File: config.mk
export PLATFORM = sky130hd
export DESIGN_NAME = sent_tx_pulse_gen
export DESIGN_NICKNAME = d
export VERILOG_FILES = /design/src/rtl/sent_tx_pulse_gen.sv
export SDC_FILE = /design/constraint.sdc
export NUM_CORES = 1
export LEC_CHECK = 0
export CAP_MARGIN = 40
export CORE_MARGIN = 4
export CORE_UTILIZATION = 62
export CTS_BUF_LIST = sky130_fd_sc_hd__clkbuf_16
export CTS_CLUSTER_DIAMETER = 120
export DETAILED_ROUTE_END_ITERATION = 10
export GPL_TIMING_DRIVEN = 0
export PLACE_DENSITY = 0.84
export SLEW_MARGIN = 40
export SYNTH_ARGS = -nofsm -noshare
export SYNTH_HDL_FRONTEND = slang
export SYNTH_SLANG_ARGS = --single-unit
File: constraint.sdc
create_clock -name clk_tx -period 9.3 [get_ports clk_tx]
set_clock_uncertainty 0.2 [all_clocks]
set_input_delay 1.395 -clock clk_tx [delete_from_list [all_inputs] [get_ports clk_tx]]
set_output_delay 1.395 -clock clk_tx [all_outputs]
set_load 0.01 [all_outputs]
File: src/rtl/sent_tx_pulse_gen.sv
// ============================================================================
// Module      : sent_tx_pulse_gen
// Description : SENT (SAE J2716) transmit pulse encoder with CRC4 and a
//               one-deep pending frame buffer for back-to-back frames.
// Revision    : 1.0 - initial release
// ============================================================================
`default_nettype none

module sent_tx_pulse_gen #(
    parameter int NIBBLES     = 6,
    parameter int LOW_TICKS   = 5,
    parameter int SYNC_TICKS  = 56,
    parameter int PAUSE_TICKS = 0,
    parameter int CNT_W       = 10
) (
    input  logic                   clk_tx,
    input  logic                   reset_tx,
    input  logic                   ticks,
    input  logic                   frame_valid,
    output logic                   frame_ready,
    input  logic [3:0]             status_in,
    input  logic [4*NIBBLES-1:0]   data_in,
    output logic                   sent_out,
    output logic                   busy,
    output logic                   frame_done
);

    localparam int c_DW = 4 * NIBBLES;

    localparam logic [2:0] c_S_IDLE   = 3'd0;
    localparam logic [2:0] c_S_SYNC   = 3'd1;
    localparam logic [2:0] c_S_STATUS = 3'd2;
    localparam logic [2:0] c_S_DATA   = 3'd3;
    localparam logic [2:0] c_S_CRC    = 3'd4;
    localparam logic [2:0] c_S_PAUSE  = 3'd5;
    localparam logic [2:0] c_S_END    = 3'd6;

    localparam logic [CNT_W-1:0] c_SYNC_LAST  = CNT_W'(SYNC_TICKS - 1);
    localparam logic [CNT_W-1:0] c_PAUSE_LAST = CNT_W'((PAUSE_TICKS > 0) ? PAUSE_TICKS - 1 : 0);
    localparam logic [CNT_W-1:0] c_LOW_LAST   = CNT_W'(LOW_TICKS - 1);
    localparam logic [CNT_W-1:0] c_LOW        = CNT_W'(LOW_TICKS);
    localparam logic [2:0]       c_NIB_LAST   = 3'(NIBBLES - 1);

    // CRC4 lookup table, entry i at bits [4*i +: 4]
    localparam logic [63:0] c_CRC_T = 64'h582F_B6C1_493E_A7D0;

    function automatic logic [3:0] crc_tab(input logic [3:0] idx);
        crc_tab = c_CRC_T[{idx, 2'b00} +: 4];
    endfunction

    function automatic logic [3:0] crc4(input logic [c_DW-1:0] d);
        logic [3:0] cs;
        cs = 4'b0101;
        for (int i = NIBBLES - 1; i >= 0; i--) begin
            cs = d[4*i +: 4] ^ crc_tab(cs);
        end
        crc4 = crc_tab(cs);
    endfunction

    logic              r_tick_q;
    logic [2:0]        r_state;
    logic [CNT_W-1:0]  r_cnt;
    logic              r_out;
    logic              r_done;
    logic [2:0]        r_nib;
    logic              r_pend_full;
    logic [3:0]        r_pend_status;
    logic [c_DW-1:0]   r_pend_data;
    logic [3:0]        r_pend_crc;
    logic [3:0]        r_sh_status;
    logic [c_DW-1:0]   r_sh_data;
    logic [3:0]        r_sh_crc;

    logic              w_tick_en;
    logic              w_accept;
    logic [3:0]        w_crc;
    logic [3:0]        w_nib_cur;
    logic [4:0]        w_nib_last;
    logic [CNT_W-1:0]  w_last_cnt;
    logic [2:0]        w_state_nx;
    logic [CNT_W-1:0]  w_cnt_nx;
    logic              w_out_nx;
    logic [2:0]        w_nib_nx;
    logic              w_load;
    logic              w_shift;
    logic              w_frame_end;

    assign w_tick_en   = ticks & ~r_tick_q;
    assign w_accept    = frame_valid & ~r_pend_full;
    assign w_crc       = crc4(data_in);

    assign frame_ready = ~r_pend_full;
    assign busy        = (r_state != c_S_IDLE);
    assign sent_out    = r_out;
    assign frame_done  = r_done;

    always_comb begin
        w_nib_cur = 4'h0;
        case (r_state)
            c_S_STATUS: w_nib_cur = r_sh_status;
            c_S_DATA:   w_nib_cur = r_sh_data[c_DW-1 -: 4];
            c_S_CRC:    w_nib_cur = r_sh_crc;
            default:    w_nib_cur = 4'h0;
        endcase
    end

    // Nibble pulses last 12+n ticks, so the final count is 11+n
    assign w_nib_last = {1'b0, w_nib_cur} + 5'd11;

    always_comb begin
        w_last_cnt = '0;
        case (r_state)
            c_S_SYNC:                     w_last_cnt = c_SYNC_LAST;
            c_S_STATUS, c_S_DATA, c_S_CRC: w_last_cnt = {{(CNT_W-5){1'b0}}, w_nib_last};
            c_S_PAUSE:                    w_last_cnt = c_PAUSE_LAST;
            c_S_END:                      w_last_cnt = c_LOW_LAST;
            default:                      w_last_cnt = '0;
        endcase
    end

    always_comb begin
        w_state_nx  = r_state;
        w_cnt_nx    = r_cnt;
        w_out_nx    = r_out;
        w_nib_nx    = r_nib;
        w_load      = 1'b0;
        w_shift     = 1'b0;
        w_frame_end = 1'b0;
        if (w_tick_en) begin
            if (r_state == c_S_IDLE) begin
                if (r_pend_full) begin
                    w_load     = 1'b1;
                    w_state_nx = c_S_SYNC;
                    w_cnt_nx   = '0;
                    w_out_nx   = 1'b0;
                end
            end else if (r_cnt == w_last_cnt) begin
                w_cnt_nx = '0;
                w_out_nx = 1'b0;
                case (r_state)
                    c_S_SYNC:   w_state_nx = c_S_STATUS;
                    c_S_STATUS: begin
                        w_state_nx = c_S_DATA;
                        w_nib_nx   = 3'd0;
                    end
                    c_S_DATA: begin
                        w_shift  = 1'b1;
                        w_nib_nx = r_nib + 3'd1;
                        if (r_nib == c_NIB_LAST) begin
                            w_state_nx = c_S_CRC;
                        end
                    end
                    c_S_CRC: begin
                        if (PAUSE_TICKS != 0) begin
                            w_state_nx = c_S_PAUSE;
                        end else begin
                            w_frame_end = 1'b1;
                        end
                    end
                    c_S_PAUSE:  w_frame_end = 1'b1;
                    c_S_END: begin
                        w_state_nx = c_S_IDLE;
                        w_out_nx   = 1'b1;
                    end
                    default: begin
                        w_state_nx = c_S_IDLE;
                        w_out_nx   = 1'b1;
                    end
                endcase
                // The falling edge that closes a frame opens the next sync when one is waiting
                if (w_frame_end) begin
                    if (r_pend_full) begin
                        w_load     = 1'b1;
                        w_state_nx = c_S_SYNC;
                    end else begin
                        w_state_nx = c_S_END;
                    end
                end
            end else begin
                w_cnt_nx = r_cnt + 1'b1;
                if (w_cnt_nx == c_LOW) begin
                    w_out_nx = 1'b1;
                end
            end
        end
    end

    always_ff @(posedge clk_tx or negedge reset_tx) begin
        if (!reset_tx) begin
            r_tick_q      <= 1'b0;
            r_state       <= c_S_IDLE;
            r_cnt         <= '0;
            r_out         <= 1'b1;
            r_done        <= 1'b0;
            r_nib         <= 3'd0;
            r_pend_full   <= 1'b0;
            r_pend_status <= 4'h0;
            r_pend_data   <= '0;
            r_pend_crc    <= 4'h0;
            r_sh_status   <= 4'h0;
            r_sh_data     <= '0;
            r_sh_crc      <= 4'h0;
        end else begin
            r_tick_q <= ticks;
            r_state  <= w_state_nx;
            r_cnt    <= w_cnt_nx;
            r_out    <= w_out_nx;
            r_nib    <= w_nib_nx;
            r_done   <= w_frame_end;

            if (w_load) begin
                r_sh_status <= r_pend_status;
                r_sh_data   <= r_pend_data;
                r_sh_crc    <= r_pend_crc;
            end else if (w_shift) begin
                r_sh_data   <= r_sh_data << 4;
            end

            if (w_accept) begin
                r_pend_full   <= 1'b1;
                r_pend_status <= status_in;
                r_pend_data   <= data_in;
                r_pend_crc    <= w_crc;
            end else if (w_load) begin
                r_pend_full   <= 1'b0;
            end
        end
    end

endmodule

`default_nettype wire

; Yosys cells after proc, flatten, opt, wreduce, memory -nomap -nowiden
; Cells that the tools add are included.
[op_classes]
n_addsub = 3
n_eq_ne = 12
shift = 6
n_mux = 38
bitwise = 11
n_reduce_logical = 14
[op_table]
columns = op, n
row1 = 64-bit by 7-bit variable part select with 4-bit output (first input constant), 6
row2 = 24-bit two-way mux, 2
row3 = 10-bit two-way mux, 3
row4 = 1-bit two-way mux, 23
row5 = 4-bit XOR, 5
row6 = 3-bit two-way mux, 6
row7 = 6-bit one-hot mux with 3 select lines, 1
row8 = 3-bit == test (second input constant), 4
row9 = 3-bit one-hot mux with 4 select lines, 1
row10 = 4-bit one-hot mux with 3 select lines, 1
row11 = 10-bit by 1-bit adder with 10-bit output (second input constant), 1
row12 = 10-bit == test, 1
row13 = 10-bit by 3-bit == test with 1-bit output (second input constant), 1
row14 = 2-bit nonzero test, 4
row15 = 3-bit by 2-bit == test with 1-bit output (second input constant), 2
row16 = 3-bit one-hot mux with 2 select lines, 1
row17 = 3-bit nonzero test, 2
row18 = 4-bit by 4-bit adder with 5-bit output (second input constant), 1
row19 = 5-bit AND reduction, 1
row20 = 5-bit OR reduction, 1
row21 = 4-bit != test (second input constant), 1
row22 = 4-bit AND reduction, 1
row23 = 3-bit by 1-bit adder with 3-bit output (second input constant), 1
row24 = 3-bit by 1-bit == test with 1-bit output (second input constant), 1
row25 = other kinds (10), 13
[word_totals]
regBits = 84
in_bits = 32
out_inout_bits = 4
elab_cells = 97

; Longest topological paths before layout
[depth]
word_depth = 14
ltp_mapped = 22
ltp_nobuf = 22

; Least setup slack after synthesis
; Ideal clock, no wire load.
[synth_path]
path_type = input -> register
start = input port data_in[21]
end = register r_pend_crc[0]
setup_time_ps = 121
t_arrival_ps = 6768
required_time_ps = 8979
slack_ps = 2211
path_stages = 20
n_path_buf = 0
path_cell_list = xnor3_1 inv_1 ha_1 xnor3_1 xnor2_1 ha_1 or3b_2 a41oi_1 nor2_1 ha_1 nor3b_1 o41ai_1 nor3b_1 ha_1 nand2b_1 a2111o_1 and2_1 ha_1 a21oi_1 a22o_1
[synth_via]
elab_chain_cells = 12
[synth_rtl]
columns = item, line_no
row1 = "start, declared", 22  ; input logic [4*NIBBLES-1:0] data_in,
row2 = 2-bit inverter (no line), --
row3 = 64-bit by 7-bit variable part select with 4-bit output, 48  ; crc_tab = c_CRC_T[{idx, 2'b00} +: 4];
row4 = 4-bit XOR, 55  ; cs = d[4*i +: 4] ^ crc_tab(cs);
row5 = 64-bit by 7-bit variable part select with 4-bit output, 48
row6 = 4-bit XOR, 55
row7 = 64-bit by 7-bit variable part select with 4-bit output, 48
row8 = 4-bit XOR, 55
row9 = 64-bit by 7-bit variable part select with 4-bit output, 48
row10 = 4-bit XOR, 55
row11 = 64-bit by 7-bit variable part select with 4-bit output, 48
row12 = 4-bit XOR, 55
row13 = 64-bit by 7-bit variable part select with 4-bit output, 48
row14 = "end signal, assigned", 223  ; r_pend_crc <= w_crc;
row15 = "end, declared", 69  ; logic [3:0] r_pend_crc;
; No other way between the ends.
; A chain may end at the register's enable or synchronous reset.

; Worst setup path in the final report
[layout_path]
start = input port data_in[20]
end = register r_pend_crc[2]
; Same word-level chain as after synthesis.

==> impl_metrics.json <==
{
  "grt_pass1_vias": 4129,
  "drt-total-wl_mm": 11.9,
  "hold_buffers": 0,
  "synth.area.top_cells": "dfrtp_1 (41%), nand2_1 (9.4%), ha_1 (4.5%)",
  "diodes": 0,
  "syn_inst": 549,
  "min_period_over_period": 0.890,
  "critPathSlowestCell": "nor3b_1",
  "critical_path_buf_inv_count": 1,
  "cp.depth": 22,
  "grt_pass1_wl_mm": 19.6,
  "clock-root-buffer": "clkbuf_16",
  "dieHeight_um": 98.1,
  "reg2reg_depth": 15,
  "io_buffers": 34,
  "dieArea_sq_um": 9620,
  "area_growth_syn_to_layout_pct": 15.8,
  "critPathMaxFanout": 6,
  "setup_slack_ns": 1.03,
  "critPathRequiredTime_ns": 9.30,
  "die_w_um": 98.1,
  "fmax_ghz": 0.121,
  "grt_max_degree": 45,
  "setup_violations": 0,
  "synth_edf_count": 0,
  "clk_latency_ns": 0.34,
  "crit_path_end_kind": "flip-flop",
  "synthSimpleGateAreaFrac": 0.212,
  "post_cts_buffers": 0,
  "ys_seq_area_frac": 0.418,
  "crit_family": "simple AND/OR/NAND/NOR gates",
  "hold_depth": 2,
  "h-tree-depth": 3,
  "hold_viol": 0,
  "nets": 645,
  "synth_ff_type": "dfrtp_1",
  "post-route-util": 0.746,
  "grt_antenna_before_repair": 0,
  "viasPerCell": 5.99,
  "drtAntennaViolNets": 0,
  "cts-buffers-inserted": 9,
  "rsz0062_at_grt": "false",
  "ys_ff_latch": 84,
  "core_area_sq_um": 7810,
  "status": "complete, no violations",
  "syn_area_per_cell_sq_um": 9.17,
  "tightestPinTransition_ns": 0.880,
  "vias": 4200,
  "grtUsageTotal": 0.252,
  "power_leakage_nw": 2.72,
  "synthXorXnorAreaFrac": 0.0632,
  "synth-async-reset-ratio": 1.00,
  "cts.clk_slew.worst_paths_ns": 0.06,
  "synthAdderAreaFrac": 0.0448,
  "hp-class": "reg -> reg",
  "path_common_cell": "ha_1",
  "cts.repair.resized": 0,
  "fin_setup_tns_ns": 0,
  "total_power_mw": 2.19,
  "synth_compound_area_frac": 0.152,
  "layout-drive-gt1-share": 0.0651,
  "synth_area_leader_cell": "dfrtp_1",
  "hpwl_mm": 8.55,
  "drt_first_pass_iters": 5,
  "crit_type": "in -> reg",
  "drtIter0Drc": 230,
  "synthMuxAreaShare": 0.0714,
  "hold_slack_ns": 0.278,
  "ios": 36,
  "cpPeakStageDelay_ns": 0.64,
  "slew_headroom": 0.407,
  "drc": 0,
  "clock_path_buffers": 2,
  "synth_top_family_by_area": "simple AND/OR/NAND/NOR gates",
  "p_per_area_nw_per_um2": 375,
  "place_ws_ns": 0.731,
  "post-synth-top-area-fraction": 0.413,
  "synth_cell_types": 65,
  "grt.overflow.total": 0,
  "drv_cap": 0,
  "floorplan.rows": 32,
  "layout_min_cycle_time_ns": 8.27,
  "yosys_warnings": 0,
  "start_util": 0.645,
  "post_drt_wl_per_cell_um": 16.9,
  "syn_area_sq_um": 5030,
  "cts_tree": "yes",
  "cp_cell_sequence": "clkdlybuf4s50_1, xnor2_1, xnor2_1, ha_1, xnor3_1, xnor2_1, ha_1, or3b_2, a41oi_1, nor2_1, ha_1, nor3b_1, o41ai_1, nor3b_1, ha_1, nand2b_1, a2111o_1, and2_1, ha_1, nand3_1, o31ai_1, o21ai_1",
  "slew_violations": 0,
  "cp.arrival_ns": 8.27,
  "startpoint_type": "input pin",
  "cts.sinks": 84,
  "vdd_ir_drop_max_mv": 0.426,
  "syn_nets": 599,
  "gp_congestion": 0.925
}
[worst min-delay path, cell delays in order (launching register included)]
cell,delay [ns]
dfrtp_1,0.34
nand2_1,0.05
nand2_1,0.05
[synthesized netlist by cell type, drive strengths merged (12+ instances only)]
cell type,number
nor2b,19
clkbuf,14
dfrtp,83
mux2,12
a22o,15
o21ai,44
xnor2,15
buf,12
nor2,21
ha,18
nand2,126
mux2i,22
inv,20
[per-layer routing]
metal	GRT usage	up-vias	routed length (um)	share of wire
met5	0	-	0	0
met4	0.0990	0	378	0.032
met3	0.0379	45	529	0.045
met2	0.447	146	6020	0.51
met1	0.307	2016	4940	0.42
li1	-	1993	-	-
[cells by family after synthesis]
logic type	Yosys count
AND/OR/NAND/NOR	224
AO/OA/AOI/OAI	114
flip-flops	84
buffers and inverters	46
multiplexers	34
XOR/XNOR	29
adder cells (fa/ha/maj)	18
[state kept, by name, indices dropped and copies added (netlist names)]
signal / count
frame_done: 1
r_tick_q: 1
r_pend_crc: 4
r_pend_status: 4
r_state: 3
r_sh_status: 4
r_cnt: 10
r_nib: 3
sent_out: 1
r_pend_data: 24
r_pend_full: 1
r_sh_crc: 4
r_sh_data: 24
[per-stage QoR]
step,cell area [sq um],cells
finish,5830,701
global route,5830,701
CTS,5830,701
detailed placement,5520,686
global placement,5500,685
floorplan,5030,549
[path summary, 6_finish.rpt]
| check | startpoint | endpoint | slack, ns |
|---|---|---|---|
| min in group asynchronous | reset_tx | r_cnt[4] | 0.76 |
| setup / recovery | data_in[20] | r_pend_crc[2] | 1.03 |
| max in group asynchronous | reset_tx | sent_out | 7.55 |
| setup reg to reg | r_state[0] | r_sh_data[15] | 4.86 |
| hold reg to reg | r_pend_data[6] | r_pend_data[6] | 0.28 |
| hold / removal | r_pend_data[6] | r_pend_data[6] | 0.28 |
[cell type report]
class                   count  area (sq um)
plain buffers              26           119
clock buffers               9           225
clock inverters             6          81.3
fillers                   548          1980
inverters                  20          75.1
multi-input cells         419          2740
flip-flops and latches     84          2100
well taps                 102           128
repair buffers             35           362
[cell usage in the layout (no fill, tap or decap), types with 3 or more instances in the layout]
cell type,netlist,routed
o21ai_1,19,19
nand2_1,126,126
mux2i_1,21,21
nand4_1,3,3
clkdlybuf4s50_1,0,33
xnor2_1,15,15
mux2_2,3,3
a22oi_1,3,3
nor3b_1,3,3
buf_1,3,3
nor2_1,21,21
and2_1,3,3
xor2_1,9,9
nor4_1,3,3
a211oi_1,3,3
nor3_1,8,8
mux2_1,9,9
ha_1,18,18
nand2b_1,9,9
buf_2,5,5
o21ai_0,25,25
clkbuf_1,14,14
o31ai_1,7,7
nor2b_1,19,19
buf_4,4,4
dfrtp_1,83,83
clkbuf_16,0,9
xnor3_1,3,3
a22o_1,15,15
a21oi_1,11,11
a21o_1,7,7
nand3b_1,4,4
nand3_1,7,7
and3_1,6,6
inv_1,19,20
[report_power, final]
part           leakage [nW]  switching (mW)  internal [mW]
logic                  1.50           0.658          0.535
registers              1.07           0.108          0.514
clock network         0.152           0.138          0.232
total                  2.72           0.904           1.28
(Power assumes the default switching activity.)
